File: src/rtl/vga_timing_gen_if.sv
// Signal bundle between the VGA timing generator and its consumers.
// Counters, syncs and the game tick flow out of the generator; pause flows in.
interface vga_timing_gen_if;
  logic [9:0] Xpos;
  logic [9:0] Ypos;
  logic       hsync;
  logic       vsync;
  logic       video_on;
  logic       frame_tick;
  logic       refresh;
  logic       pause;

  modport master (
    output Xpos, Ypos, hsync, vsync, video_on, frame_tick, refresh,
    input  pause
  );

  modport slave (
    input  Xpos, Ypos, hsync, vsync, video_on, frame_tick, refresh,
    output pause
  );
endinterface

File: src/rtl/vga_timing_gen.sv
// 640x480@60 VGA raster counters, sync/visible decodes and a frame-divided game tick.
// All outputs are registered and decoded from next-state counters so they share one cycle.
module vga_timing_gen #(
  parameter int unsigned H_SYNC      = 96,
  parameter int unsigned H_BP        = 48,
  parameter int unsigned H_VIS       = 640,
  parameter int unsigned H_FP        = 16,
  parameter int unsigned V_SYNC      = 2,
  parameter int unsigned V_BP        = 33,
  parameter int unsigned V_VIS       = 480,
  parameter int unsigned V_FP        = 10,
  parameter int unsigned REFRESH_DIV = 6
) (
  input  logic             vga_clk,
  input  logic             rst_n,
  vga_timing_gen_if.master vga
);

  localparam int unsigned H_TOTAL = H_SYNC + H_BP + H_VIS + H_FP;
  localparam int unsigned V_TOTAL = V_SYNC + V_BP + V_VIS + V_FP;

  localparam logic [9:0] HMax    = 10'(H_TOTAL - 1);
  localparam logic [9:0] VMax    = 10'(V_TOTAL - 1);
  localparam logic [9:0] HSyncW  = 10'(H_SYNC);
  localparam logic [9:0] VSyncW  = 10'(V_SYNC);
  localparam logic [9:0] HVisLo  = 10'(H_SYNC + H_BP);
  localparam logic [9:0] HVisHi  = 10'(H_SYNC + H_BP + H_VIS);
  localparam logic [9:0] VVisLo  = 10'(V_SYNC + V_BP);
  localparam logic [9:0] VVisHi  = 10'(V_SYNC + V_BP + V_VIS);
  localparam logic [7:0] DivMax  = 8'(REFRESH_DIV - 1);

  logic       x_wrap;
  logic       y_wrap;
  logic       frame_wrap;
  logic [9:0] x_d;
  logic [9:0] y_d;
  logic [7:0] frame_div_q;
  logic [7:0] frame_div_d;
  logic       hsync_d;
  logic       vsync_d;
  logic       video_on_d;
  logic       refresh_d;

  always_comb begin
    x_wrap     = (vga.Xpos == HMax);
    y_wrap     = (vga.Ypos == VMax);
    frame_wrap = x_wrap && y_wrap;

    x_d = x_wrap ? 10'd0 : vga.Xpos + 10'd1;
    y_d = vga.Ypos;
    if (x_wrap) begin
      y_d = y_wrap ? 10'd0 : vga.Ypos + 10'd1;
    end

    // Decode from next-state counters so the registered flags line up with Xpos/Ypos.
    hsync_d    = (x_d >= HSyncW);
    vsync_d    = (y_d >= VSyncW);
    video_on_d = (x_d >= HVisLo) && (x_d < HVisHi) && (y_d >= VVisLo) && (y_d < VVisHi);

    frame_div_d = frame_div_q;
    refresh_d   = 1'b0;
    if (frame_wrap && !vga.pause) begin
      if (frame_div_q == DivMax) begin
        frame_div_d = 8'd0;
        refresh_d   = 1'b1;
      end else begin
        frame_div_d = frame_div_q + 8'd1;
      end
    end
  end

  always_ff @(posedge vga_clk) begin
    if (!rst_n) begin
      vga.Xpos       <= 10'd0;
      vga.Ypos       <= 10'd0;
      vga.hsync      <= 1'b0;
      vga.vsync      <= 1'b0;
      vga.video_on   <= 1'b0;
      vga.frame_tick <= 1'b0;
      vga.refresh    <= 1'b0;
      frame_div_q    <= 8'd0;
    end else begin
      vga.Xpos       <= x_d;
      vga.Ypos       <= y_d;
      vga.hsync      <= hsync_d;
      vga.vsync      <= vsync_d;
      vga.video_on   <= video_on_d;
      vga.frame_tick <= frame_wrap;
      vga.refresh    <= refresh_d;
      frame_div_q    <= frame_div_d;
    end
  end

endmodule

File: src/flat_wrapper.sv
// flat-port wrapper written by rule: the top's interface ports become plain ports
module vga_timing_gen_flat 
#(
  parameter int unsigned H_SYNC      = 96,
  parameter int unsigned H_BP        = 48,
  parameter int unsigned H_VIS       = 640,
  parameter int unsigned H_FP        = 16,
  parameter int unsigned V_SYNC      = 2,
  parameter int unsigned V_BP        = 33,
  parameter int unsigned V_VIS       = 480,
  parameter int unsigned V_FP        = 10,
  parameter int unsigned REFRESH_DIV = 6
)
  (vga_clk, rst_n, vga_Xpos, vga_Ypos, vga_hsync, vga_vsync, vga_video_on, vga_frame_tick, vga_refresh, vga_pause);
  vga_timing_gen_if vga_i ();
  input  logic vga_clk;
  input  logic rst_n;
  output wire logic [$bits(vga_i.Xpos)-1:0] vga_Xpos;
  output wire logic [$bits(vga_i.Ypos)-1:0] vga_Ypos;
  output wire logic [$bits(vga_i.hsync)-1:0] vga_hsync;
  output wire logic [$bits(vga_i.vsync)-1:0] vga_vsync;
  output wire logic [$bits(vga_i.video_on)-1:0] vga_video_on;
  output wire logic [$bits(vga_i.frame_tick)-1:0] vga_frame_tick;
  output wire logic [$bits(vga_i.refresh)-1:0] vga_refresh;
  input wire logic [$bits(vga_i.pause)-1:0] vga_pause;
  assign vga_Xpos = vga_i.Xpos;
  assign vga_Ypos = vga_i.Ypos;
  assign vga_hsync = vga_i.hsync;
  assign vga_vsync = vga_i.vsync;
  assign vga_video_on = vga_i.video_on;
  assign vga_frame_tick = vga_i.frame_tick;
  assign vga_refresh = vga_i.refresh;
  assign vga_i.pause = vga_pause;
  vga_timing_gen #(.H_SYNC(H_SYNC), .H_BP(H_BP), .H_VIS(H_VIS), .H_FP(H_FP), .V_SYNC(V_SYNC), .V_BP(V_BP), .V_VIS(V_VIS), .V_FP(V_FP), .REFRESH_DIV(REFRESH_DIV)) u_core (.vga_clk(vga_clk), .rst_n(rst_n), .vga(vga_i));
endmodule
File: config.mk
export PLATFORM = sky130hd
export DESIGN_NAME = vga_timing_gen_flat
export DESIGN_NICKNAME = d
export VERILOG_FILES = /design/src/rtl/vga_timing_gen_if.sv /design/src/rtl/vga_timing_gen.sv /design/src/flat_wrapper.sv
export SDC_FILE = /design/constraint.sdc
export NUM_CORES = 1
export LEC_CHECK = 0
export ABC_CLOCK_PERIOD_IN_PS = 2930
export CORE_MARGIN = 2
export CORE_UTILIZATION = 50
export DETAILED_ROUTE_END_ITERATION = 12
export DONT_BUFFER_PORTS = 1
export HOLD_SLACK_MARGIN = 0.02
export SLEW_MARGIN = 20
export SYNTH_ARGS = -nofsm -noshare
export SYNTH_HDL_FRONTEND = slang
export SYNTH_SLANG_ARGS = --single-unit
File: constraint.sdc
create_clock -name vga_clk -period 2.93 [get_ports vga_clk]
set_input_delay 0.4395 -clock vga_clk [delete_from_list [all_inputs] [get_ports vga_clk]]
set_output_delay 0.4395 -clock vga_clk [all_outputs]
set_load 0.01 [all_outputs]
Yosys cells after proc, flatten, opt, wreduce, memory -nomap -nowiden
Index checks and enable logic that the tools add are counted.
- register bits: 33
- word-level logic and storage cells: 32
- $add $sub $neg: 3
- $lt $le $gt $ge: 6
- eq/ne operators: 3
- mux-type cells: 5
- reductions and logical operators: 7
- operator list (operator ; count):
    10-bit 2-to-1 mux ; 3
    10-bit by 1-bit adder with 10-bit output (second input constant) ; 2
    10-bit equality test (second input constant) ; 2
    10-bit < comparator (second input constant) ; 2
    10-bit by 2-bit greater-or-equal comparator with 1-bit output (second input constant) ; 1
    10-bit by 6-bit greater-or-equal comparator with 1-bit output (second input constant) ; 1
    10-bit by 7-bit greater-or-equal comparator with 1-bit output (second input constant) ; 1
    10-bit by 8-bit greater-or-equal comparator with 1-bit output (second input constant) ; 1
    8-bit by 1-bit adder with 8-bit output (second input constant) ; 1
    8-bit by 3-bit equality test with 1-bit output (second input constant) ; 1
    8-bit 2-to-1 mux ; 1
    1-bit logical AND ; 5
    2-bit AND reduction ; 1
    1-bit zero test ; 1
    1-bit 2-to-1 mux ; 1

Depth between registers and ports, before layout
- depth in word-level cells: 6
- gate-level depth with buffers: 10
- mapped depth without buffers: 7

Least setup slack after synthesis
Ideal clock, no wire load.
- path type: reg-to-reg
- start: register u_core.vga.Xpos[0]
- end: register u_core.vga.video_on
- arrival: 2147 ps
- required time: 2842 ps
- setup slack: 695 ps
- cell stages (with the launch flop): 10
- path buffers: 2
- period minus slack after synthesis: 2235 ps
- path through: dfxtp_1 -> ha_1 -> and4_1 -> buf_6 -> and3_4 -> buf_6 -> a211o_1 -> a211oi_2 -> a41oi_1 -> a311oi_2
- word-level cells in the longest chain between the ends: 6
- elaborated cells on any way between the ends: 11
- those cells by class: add/sub: 1; order compare: 4; eq/ne: 1; mux: 2; reduce/logical: 3
- RTL lines (element ; RTL line ; RTL):
    start: declaration ; vga_timing_gen_if.sv:14 ; output Xpos, Ypos, hsync, vsync, video_on, frame_tick, refresh,
    start signal: assignment ; vga_timing_gen.sv:74 ; vga.Xpos <= 10'd0;
    start signal: assignment ; vga_timing_gen.sv:83 ; vga.Xpos <= x_d;
    10-bit by 1-bit adder with 10-bit output / 10-bit equality test (equally long branches) ; vga_timing_gen.sv:49, vga_timing_gen.sv:45 ;
    10-bit 2-to-1 mux ; vga_timing_gen.sv:49 ; x_d = x_wrap ? 10'd0 : vga.Xpos + 10'd1;
    10-bit by 8-bit greater-or-equal comparator with 1-bit output / 10-bit < comparator (equally long branches) ; vga_timing_gen.sv:58 ; video_on_d = (x_d >= HVisLo) && (x_d < HVisHi) && (y_d >= VVisLo) && (y_d < VVisHi);
    1-bit logical AND (2 in series) ; vga_timing_gen.sv:58 ;
    1-bit logical AND (*) ; vga_timing_gen.sv:58 ;
    end signal: assignment ; vga_timing_gen.sv:87 ; vga.video_on <= video_on_d;
    end: declaration ; vga_timing_gen_if.sv:14 ;
Every way passes the cells marked *; elsewhere a longest branch is shown, timed or not.
A chain may end at the register's enable or synchronous reset.

Worst setup path after layout
- start: register u_core.vga.Xpos[0]
- end: register u_core.vga.hsync
- word-level cells in the longest chain between the ends: 3
- elaborated cells on any way between the ends: 4
- those cells by class: add/sub: 1; order compare: 1; eq/ne: 1; mux: 1
- RTL lines (element ; RTL line ; RTL):
    10-bit by 1-bit adder with 10-bit output / 10-bit equality test (equally long branches) ; vga_timing_gen.sv:49, vga_timing_gen.sv:45 ;
    10-bit 2-to-1 mux (*) ; vga_timing_gen.sv:49 ;
    10-bit by 7-bit greater-or-equal comparator with 1-bit output (*) ; vga_timing_gen.sv:56 ; hsync_d = (x_d >= HSyncW);
    end signal: assignment ; vga_timing_gen.sv:85 ; vga.hsync <= hsync_d;
    end: declaration ; vga_timing_gen_if.sv:14 ;
Marked as above.

==> flow_summary.yaml <==
worst_setup_path:
  r2r_end: "u_core.vga.hsync"
  crit_path_start: "u_core.vga.Xpos[0]"
  crit_end: "u_core.vga.hsync"
  path_max_fanout: 17
  r2r_slack_ns: 0.38
  r2r_start: "u_core.vga.Xpos[0]"
  endpoint_kind: "flip-flop"
  critPathRequiredTime_ns: 3.09
  critPathArrivalTime_ns: 2.70
  critPathKind: "reg -> reg"
  cp-start-kind: "flip-flop"
  reg2reg_depth: 6
yosys:
  ys_seq_area_share_pct: 35.7
  yosysWarnings: 0
  ys_types: 52
  syn_inst: 221
  avgSynthCellArea_sq_um: 8.37
  synth_seq_cells: 33
  synth_nets: 230
  syn_area_sq_um: 1850
global_route:
  grt_max_degree: 18
  grt_overflow_total: 0
  antenna_found_initial: 0
  track_usage_pct: 21.5
  grt_pass1_wl_um: 7010
  grt_pass1_vias: 1529
cts:
  clkSinkCount: 33
  cts_htree_levels: 2
  cts_tree: "done"
  post_cts_buffers: 0
  ctsRootBufferMaster: "clkbuf_8"
  path_clk_slew_ns: 0.06
  cts_inserted_buffers: 5
  cts_hold_buf: 0
  clkLatencyLatePin_ns: 0.28
  cts_resized: 0
  clockBufferDepth: 2
sta:
  rsz0062_at_grt: "false"
  hold_viol: 0
  fin_crit_ns: 2.55
  relSlewSlack_pct: 60.0
  worst_slew_pin_slew_ns: 0.596
  setup_viol: 0
  skew_ns: 0.00272
  fmax_ghz: 0.393
  fin_ws_ns: 0.382
  fin_crit_sh_pct: 87.0
  fin_setup_tns_ns: 0
  drv_slew: 0
  hold_ws_ns: 0.278
placed_design:
  place_inst: 258
  place_hpwl_um: 2890
  portBuffers: 0
  place_congestion: 0.842
  preCtsSetupSlack_ns: 0.409
pwr:
  leakagePower_nw: 0.672
  total_power_uw: 797
  ir_worst_vdd_mv: 0.240
  power-per-cell-area_nw_per_um2: 414
cells_and_area:
  drive_gt1_share_pct: 6.88
  area_growth_pct: 4.19
  diodes: 0
  fin_cells: 266
  final_nets: 226
  n_fill_cell: 347
detailed_routing:
  routedWlPerCell_um: 15.1
  num_vias: 1557
  wl_um: 4020
  first_pass_iters: 4
  drcViolationCount: 0
  routed_via_density: 5.85
  drt_iter0_drc: 110
  ant_nets: 0
floorplan:
  die_w_um: 64.8
  rows: 22
  dieArea_sq_um: 4200
  io_pins: 28
  die_h_um: 64.8
  initial_utilization_pct: 51.3
  core-area_sq_um: 3610
min_path:
  hp-class: "in -> reg"
job:
  maxCapViolations: 0
status:
  status: "finished clean"
## worst min path at each step
stage,cells past startpoint,endpoint,start
floorplan,2,u_core.vga.refresh,u_core.frame_div_q[2]
global placement,2,u_core.frame_div_q[1],u_core.frame_div_q[1]
detailed placement,2,u_core.frame_div_q[1],u_core.frame_div_q[1]
CTS,1,u_core.vga.Xpos[1],rst_n
global route,1,u_core.vga.vsync,rst_n
finish,1,u_core.vga.Xpos[1],rst_n
## critical path, stage by stage, from the launching register on
cell,delay [ns]
dfxtp_1,0.53
ha_1,0.32
and4_1,0.37
and3_4,0.35
o21bai_1,0.14
and2_1,0.19
or4_1,0.51
## stage by stage
stage / cell area (sq um) / utilization [%]
floorplan: 1850 / -
global placement: 1840 / 51.1
CTS: 1930 / 53.4
detailed placement: 1840 / 51.1
finish: 1930 / 53.4
global route: 1930 / 53.4
## flip-flops by register name, summed over array words and instances, names as in the netlist
name,cells
u_core.vga.refresh,1
u_core.vga.frame_tick,1
u_core.vga.vsync,1
u_core.frame_div_q,8
u_core.vga.Xpos,10
u_core.vga.video_on,1
u_core.vga.hsync,1
u_core.vga.Ypos,10
## cell type report
cell class / instances / area (sq um) / share of cell area (%)
clock buffers: 6 / 72.6 / 3.77
clock inverters: 2 / 10.0 / 0.519
flip-flops and latches: 33 / 661 / 34.3
multi-input cells: 172 / 1100 / 57.3
well taps: 48 / 60.1 / 3.12
inverters: 5 / 18.8 / 0.974
## cell families after synthesis
group | count (synthesis) | share of synthesized area [%]
AO/OA/AOI/OAI | 39 | 15.0
multiplexers | 1 | 0.541
adder cells (fa/ha/maj) | 6 | 4.06
buffers and inverters | 16 | 4.53
XOR/XNOR | 16 | 7.58
flip-flops | 33 | 35.7
AND/OR/NAND/NOR | 110 | 32.5
## cell usage after synthesis (all sizes together)
library cell	number	area share (%)
a21o	1	0.41
nand2	11	2.2
or4	1	0.41
o21a	2	0.81
ha	6	4.1
o31ai	2	0.81
a311oi	2	1.3
or2	1	0.34
xnor2	7	3.3
inv	5	1.0
a21boi	2	0.81
xor2	9	4.3
nor3	9	2.7
o211ai	3	1.5
a31o	2	0.95
o22ai	1	0.34
nor4b	2	0.95
o21bai	1	0.41
nand4	12	4.1
buf	7	2.7
a21oi	7	1.9
nand3	12	3.5
nor4	4	1.4
o21ai	10	2.7
a41oi	1	0.47
nor3b	2	1.1
a211o	1	0.47
nand3b	1	0.41
nand4b	1	0.47
o221a	1	0.61
nor2	29	5.9
or3	3	1.0
nand2b	3	1.0
and3	6	2.3
mux2i	1	0.54
dfxtp	33	36
a211oi	2	1.1
nor2b	2	0.68
clkbuf	4	0.81
and4	3	1.4
o311ai	1	0.47
and2	8	2.7
## power by group
part / internal, mW / switching [mW] / total (mW)
Clock: 0.164 / 0.157 / 0.321
Sequential: 0.452 / 0.00916 / 0.461
Combinational: 0.00468 / 0.00959 / 0.0143
Total: 0.621 / 0.176 / 0.797
## placed cells by master (no fill, tap or decap), types with 7 or more instances in the layout
master | Yosys | routed
dfxtp_1 | 33 | 33
nor2_1 | 29 | 29
nand4_1 | 12 | 12
nand2_1 | 11 | 11
nand3_1 | 11 | 11
xor2_1 | 9 | 9
and2_1 | 8 | 8
nor3_1 | 8 | 8
xnor2_1 | 7 | 7
a21oi_1 | 7 | 7
## routing by layer
layer | part of all wire (%) | track usage, % | vias to the layer above
li1 | - | - | 793
met1 | 46 | 27.4 | 723
met2 | 46 | 32.5 | 35
met3 | 6.8 | 6.77 | 6
met4 | 1.4 | 11.2 | 0
met5 | 0 | 0 | -
Power figures use the tool's default switching activity.
